--- src/rtl/encoder_8to3_serial.sv ---
// Serial 8-to-3 encoder: emits one 3-bit index per set bit of an accepted
// vector, in priority order, over a valid/ready output stream.
//
// Ports:
//   i_clk        rising-edge clock
//   i_reset      synchronous active-high reset
//   i_y          request vector to encode
//   i_in_valid   i_y is valid this cycle
//   o_in_ready   block can accept a new vector
//   o_x          index of the current set bit
//   o_out_valid  o_x is valid
//   i_out_ready  consumer accepts o_x this cycle
//   o_out_last   o_x is the final index of the current vector
//   o_zero_err   one-cycle pulse after an all-zero vector is accepted
module encoder_8to3_serial #(
  parameter bit MSB_FIRST = 1'b1
) (
  input  logic       i_clk,
  input  logic       i_reset,
  input  logic [7:0] i_y,
  input  logic       i_in_valid,
  output logic       o_in_ready,
  output logic [2:0] o_x,
  output logic       o_out_valid,
  input  logic       i_out_ready,
  output logic       o_out_last,
  output logic       o_zero_err
);

  typedef enum logic {
    IDLE = 1'b0,
    BUSY = 1'b1
  } state_t;

  state_t     r_state;
  logic [7:0] r_pend;
  logic       r_zero_err;

  state_t     w_state_nxt;
  logic [7:0] w_pend_nxt;
  logic       w_zero_nxt;
  logic [2:0] w_idx;
  logic       w_one_hot;

  // Priority pick: the last match in the scan order wins, so the scan
  // direction is the reverse of the desired priority.
  always_comb begin
    w_idx = 3'd0;
    if (MSB_FIRST) begin
      for (int i = 0; i < 8; i++)
        if (r_pend[i]) w_idx = 3'(i);
    end else begin
      for (int i = 7; i >= 0; i--)
        if (r_pend[i]) w_idx = 3'(i);
    end
  end

  // Exactly one bit set: non-zero and clearing the lowest bit leaves zero.
  assign w_one_hot = (r_pend != 8'd0) &&
                     ((r_pend & (r_pend - 8'd1)) == 8'd0);

  assign o_in_ready  = (r_state == IDLE) && !i_reset;
  assign o_out_valid = (r_state == BUSY);
  assign o_x         = o_out_valid ? w_idx : 3'd0;
  assign o_out_last  = o_out_valid && w_one_hot;
  assign o_zero_err  = r_zero_err;

  always_comb begin
    w_state_nxt = r_state;
    w_pend_nxt  = r_pend;
    w_zero_nxt  = 1'b0;
    unique case (r_state)
      IDLE: begin
        if (i_in_valid && o_in_ready) begin
          if (i_y != 8'd0) begin
            w_pend_nxt  = i_y;
            w_state_nxt = BUSY;
          end else begin
            w_zero_nxt = 1'b1;
          end
        end
      end
      BUSY: begin
        if (i_out_ready) begin
          if (o_out_last) begin
            w_pend_nxt  = 8'd0;
            w_state_nxt = IDLE;
          end else begin
            w_pend_nxt[w_idx] = 1'b0;
          end
        end
      end
      default: begin
        w_state_nxt = IDLE;
        w_pend_nxt  = 8'd0;
      end
    endcase
  end

  always_ff @(posedge i_clk) begin
    if (i_reset) begin
      r_state    <= IDLE;
      r_pend     <= 8'd0;
      r_zero_err <= 1'b0;
    end else begin
      r_state    <= w_state_nxt;
      r_pend     <= w_pend_nxt;
      r_zero_err <= w_zero_nxt;
    end
  end

endmodule
--- config.mk ---
export PLATFORM = sky130hd
export DESIGN_NAME = encoder_8to3_serial
export DESIGN_NICKNAME = d
export VERILOG_FILES = /design/src/rtl/encoder_8to3_serial.sv
export SDC_FILE = /design/constraint.sdc
export NUM_CORES = 1
export LEC_CHECK = 0
export CAP_MARGIN = 40
export CORE_MARGIN = 4
export CORE_UTILIZATION = 45
export DETAILED_ROUTE_END_ITERATION = 10
export MAX_ROUTING_LAYER = met4
export PLACE_DENSITY_LB_ADDON = 0.05
export SLEW_MARGIN = 10
export SYNTH_ARGS = -nofsm -noshare
export SYNTH_HDL_FRONTEND = slang
export SYNTH_SLANG_ARGS = --single-unit
--- constraint.sdc ---
create_clock -name i_clk -period 1.9 [get_ports i_clk]
set_input_delay 0.285 -clock i_clk [delete_from_list [all_inputs] [get_ports i_clk]]
set_output_delay 0.285 -clock i_clk [all_outputs]
set_load 0.01 [all_outputs]
# Word-level counts from Yosys, hierarchy flattened
# Index checks and enable logic that the tools add are counted.
# classes
n_addsub,1
n_mul,0
div,0
n_lt_le_gt_ge,2
n_eq_ne,3
n_shift,0
mux,21
n_bitwise,5
n_reduce_logical,11
# ops
operator,n
two-way mux 8 bit,4
two-way mux 3 bit,6
AND 8 bit,2
one-hot mux 8 bit (2 select lines),1
nonzero test 8 bit,2
logical NOT 8 bit,1
inverter 8 bit,1
subtractor 8 x 1 -> 8 bit (second input constant),1
two-way mux 1 bit,7
logical AND 1 bit,5
< comparator 3 x 4 -> 1 bit (second input constant),1
inequality test 2 x 1 -> 1 bit (second input constant),2
demux 1 bit (select 3 bit),1
greater-or-equal comparator 3 x 1 -> 1 bit (second input constant),1
AND reduction 3 bit,1
OR reduction 3 bit,1
two-way mux 2 bit,1
inequality test 2 bit (second input constant),1
inverter 1 bit,2
one-hot mux 1 bit (2 select lines),1
logical NOT 1 bit,1
# totals
ff_bits,10
latchBits,0
ramBits,0
romBits,0
inputBits,12
out_inout_bits,7
elab_cells,46
memories,0

# Depth between registers and ports, before layout
# logic_depth
depth_word,16
mapped_depth,6
mapped_depth_nobuf,5

# Worst setup path after synthesis
# No wires, ideal clock.
# synth_path
path_kind,register to register
from,register r_pend[2]
to,register r_pend[0]
arrival_ns,1.446
required_ns,1.779
setup_slack_ns,0.333
stages_incl_launch_ff,7
period_less_slack_ns,1.567
cell_sequence,dfxtp_1 > buf_4 > nor4_4 > o211ai_1 > a211oi_2 > or3b_4 > o21ai_2
# synth_between
elab_cells_between_ends,22
classes_between,add/sub (1); order compare (2); mux (11); bitwise (3); reduce/logical (5)
# synth_rtl
item,line,text
from (decl),36,logic [7:0] r_pend;
from (signal assigned),107,r_pend <= w_pend_nxt;
subtractor 8 x 1 -> 8 bit,60,((r_pend & (r_pend - 8'd1)) == 8'd0);
AND 8 bit,60,
logical NOT 8 bit,60,
logical AND 1 bit (*),59,assign w_one_hot = (r_pend != 8'd0) &&
logical AND 1 bit (*),65,assign o_out_last = o_out_valid && w_one_hot;
net o_out_last,26,"output logic o_out_last,"
two-way mux 8 bit (*),85,if (o_out_last) begin
two-way mux 8 bit (*),84,if (i_out_ready) begin
one-hot mux 8 bit (2 select lines) (*),72,unique case (r_state)
# The timed path passes the listed nets; every way through them passes the cells marked *. The select of a mux whose other input is x is not followed.
# A chain may end at the register's enable or synchronous reset.

# Final worst setup path
# layout_path
from,register r_pend[4]
to,register r_pend[0]
# layout_between
elab_chain_cells,13
elab_cells_between_ends,20
classes_between,add/sub (1); order compare (2); mux (9); bitwise (3); reduce/logical (5)
# layout_lines
item,line,text
two-way mux 3 bit (4 in a row),51,if (r_pend[i]) w_idx = 3'(i);
< comparator 3 x 4 -> 1 bit (implied by the code) or greater-or-equal comparator 3 x 1 -> 1 bit (tied branches),89,w_pend_nxt[w_idx] = 1'b0;
logical AND 1 bit (implied by the code),89,
two-way mux 1 bit (implied by the code),89,
demux 1 bit (select 3 bit),89,
inverter 8 bit (no source line),n/a,
AND 8 bit (no source line),n/a,
two-way mux 8 bit (*),85,
two-way mux 8 bit (*),84,
one-hot mux 8 bit (2 select lines) (*),72,
# Every way passes the cells marked *; elsewhere a longest branch is shown, timed or not. The select of a mux whose other input is x is not followed.

==> impl_metrics.yaml <==
drt:
  drt_iter0_markers: 6
  wirelength_mm: 1.756
  wire_per_inst_um: 14.28
  drt_first_pass_iters: 4
  drc_errors: 0
  vias_per_cell: 5.553
  vias: 683
  antenna_left: 0
clocking:
  clock_path_buffers: 2
  post_cts_buffers: 0
  htreeDepth: 1
  path_clk_slew_ns: 0.08
  cts_tree: "done"
  cts_buffers: 3
  insertion_delay_ns: 0.28
  cts_hold_buf: 0
  clock-root-buffer: "clkbuf_4"
  cts_sinks: 10
die:
  floorplan.initialDensity: 0.4916
  coreArea_um2: 1334
  boundaryPins: 19
  die_w_um: 46.17
  die-area_um2: 2132
  rows: 13
  die_h_um: 46.17
setup_path:
  critPathRequiredTime_ns: 2.10
  critPathLaunchType: "flip-flop"
  critPathArrivalTime_ns: 1.97
  critical_path_class: "flip-flop to flip-flop"
  timing.rr.start: "r_pend[4]$_SDFFE_PP0P_"
  crit_fanout: 6
  cp-end-kind: "flip-flop"
  crit_start: "r_pend[4]$_SDFFE_PP0P_"
placed_design:
  placed_cells_incl_taps: 119
  gp_congestion: 0.7793
  dpl.hpwl_mm: 1.366
  port_buffers: 18
timing:
  hold_viol: 0
  whs_ns: 0.6081
  setup_viol_count_final: 0
  fin_worst_skew_ns: 0.01048
  final_max_slew_viol_count: 0
  period_needed_ns: 1.768
  rsz0062_at_grt: "no"
  worstMarginPinSlew_ns: 0.4117
  fmax_mhz: 565.6
  finalCritPeriodShare: 0.9305
  slew_headroom: 0.7230
logic_synthesis:
  synth-xor-area-share: 0.01336
  synth_edf_count: 0
  synthAdderAreaFrac: 0
  synthSimpleGateAreaFrac: 0.2500
  yosysMostFrequentCell: "dfxtp_1"
  synth_top_family_by_area: "compound AO/OA/AOI/OAI gates"
  ys.flop_type: "dfxtp_1"
  synthTopCellsByArea: "dfxtp_1 31%, a22oi_1 8.0%, o21ai_2 8.0%, a211oi_2 3.8%, o21ai_0 3.8%"
  synth_common_cells: "10 x dfxtp_1, 7 x a22oi_1, 6 x o21ai_2"
  synth_warnings: 0
  syn_nets: 84
  synth_top_area_share: 0.3053
  ys_seq_area_frac: 0.3053
  synth_top_area_cell: "dfxtp_1"
  async_flop_share: 0
  netlist_instances: 72
  synth-seq-cells: 10
  synth_area_um2: 655.6
  synth_compound_area_frac: 0.3817
  avgSynthCellArea_um2: 9.106
  synthMuxAreaShare: 0
  ys_types: 33
global_route:
  grt_pass1_vias: 684
  grt_first_pass_wirelength_mm: 2.898
  track_usage: 0.1923
  grt_max_degree: 13
  grt_overflow: 0
  grt_antenna_before_repair: 0
job:
  cap_violations: 0
finish:
  drive_gt1_frac: 0.4537
  synthToLayoutAreaGrowth_pct: 54.58
  final_cells: 123
  n_antenna_cell: 0
  final_nets: 121
run_status:
  status: "finished clean"
power_and_ir_drop:
  ir_drop_mv: 0.4860
  p_leak_uw: 0.0004123
  powerDensity_nw_per_um2: 699.4
worst_hold_path:
  hold_class: "flip-flop to flip-flop"
  hold_path.startpoint: "r_pend[3]$_SDFFE_PP0P_"
==> worst paths after layout <==
path	end	slack, ns	cells after the start
min reg2reg	r_pend[3]$_SDFFE_PP0P_	0.61	2
min	r_pend[3]$_SDFFE_PP0P_	0.61	2
max	r_pend[0]$_SDFFE_PP0P_	0.13	7
max reg2reg	r_pend[0]$_SDFFE_PP0P_	0.13	7
==> cells by family after synthesis <==
family / count (synthesis)
AO/OA/AOI/OAI: 33
AND/OR/NAND/NOR: 22
flip-flops: 10
buffers and inverters: 6
XOR/XNOR: 1
==> per-layer routing <==
metal / global-route usage / share of wire
met5: - / 0
met4: 0.01705 / 0
met3: 0.05859 / 0.050
met2: 0.3159 / 0.48
met1: 0.2390 / 0.47
==> cell usage in the layout, fill, tap and decap left out, types with 2 or more instances in the layout <==
master | netlist | routed
nor3_1 | 2 | 2
o21ai_0 | 5 | 5
nor4_1 | 2 | 2
nor2_2 | 2 | 2
dfxtp_2 | 0 | 4
clkbuf_4 | 0 | 3
a211oi_2 | 2 | 2
a211oi_1 | 2 | 2
clkdlybuf4s50_1 | 0 | 14
a21oi_1 | 3 | 2
nor4_4 | 1 | 2
clkbuf_2 | 0 | 3
a22oi_1 | 7 | 7
buf_4 | 2 | 19
or2b_1 | 2 | 2
o31ai_1 | 3 | 3
nor2_1 | 4 | 4
o21ai_2 | 6 | 6
dfxtp_1 | 10 | 5
==> flip-flops by register name, indices dropped and copies added (netlist names) <==
name         count
o_zero_err       1
o_out_valid      1
r_pend           8
==> where the power goes <==
part / internal (µW) / switching, µW
registers: 229 / 26.7
clock network: 117 / 83.0
logic: 140 / 113
==> metrics by stage <==
stage | TNS [ns] | cell area [µm²] | power (µW) | setup slack [ns] | util
global route | 0 | 1013 | 750.2 | 0.03503 | 0.7599
CTS | 0 | 1008 | 706.6 | 0.003270 | 0.7561
floorplan | 0 | 655.6 | 386.2 | 0.3331 | -
global placement | 0 | 968.4 | 502.8 | 0.002689 | 0.7261
detailed placement | -0.02544 | 968.4 | 506.7 | -0.02544 | 0.7261
finish | 0 | 1013 | 708.8 | 0.1321 | 0.7599
==> what timing repair did <==
item	in CTS	in global routing
pin swaps	0	0
endpoints found under the setup margin	3	4
resized for setup	7	12
cloned	0	0
==> cell type report <==
cell class              instances  area, µm²
clock buffers                   4      36.28
fillers                       102      320.3
inverters                       1      3.754
multi-input cells              56      435.4
flip-flops and latches         10      209.0
well taps                      15      18.77
repair buffers                 37      310.3
==> critical path, cell delays in order (launching register included) <==
cell and delay [ns]:
dfxtp_1 0.35, buf_4 0.17, nor2_2 0.17, xnor2_1 0.15, a211oi_2 0.10, buf_4 0.14, or3b_4 0.43, o21ai_2 0.17
No activity file was read; power rests on OpenSTA's default activity.
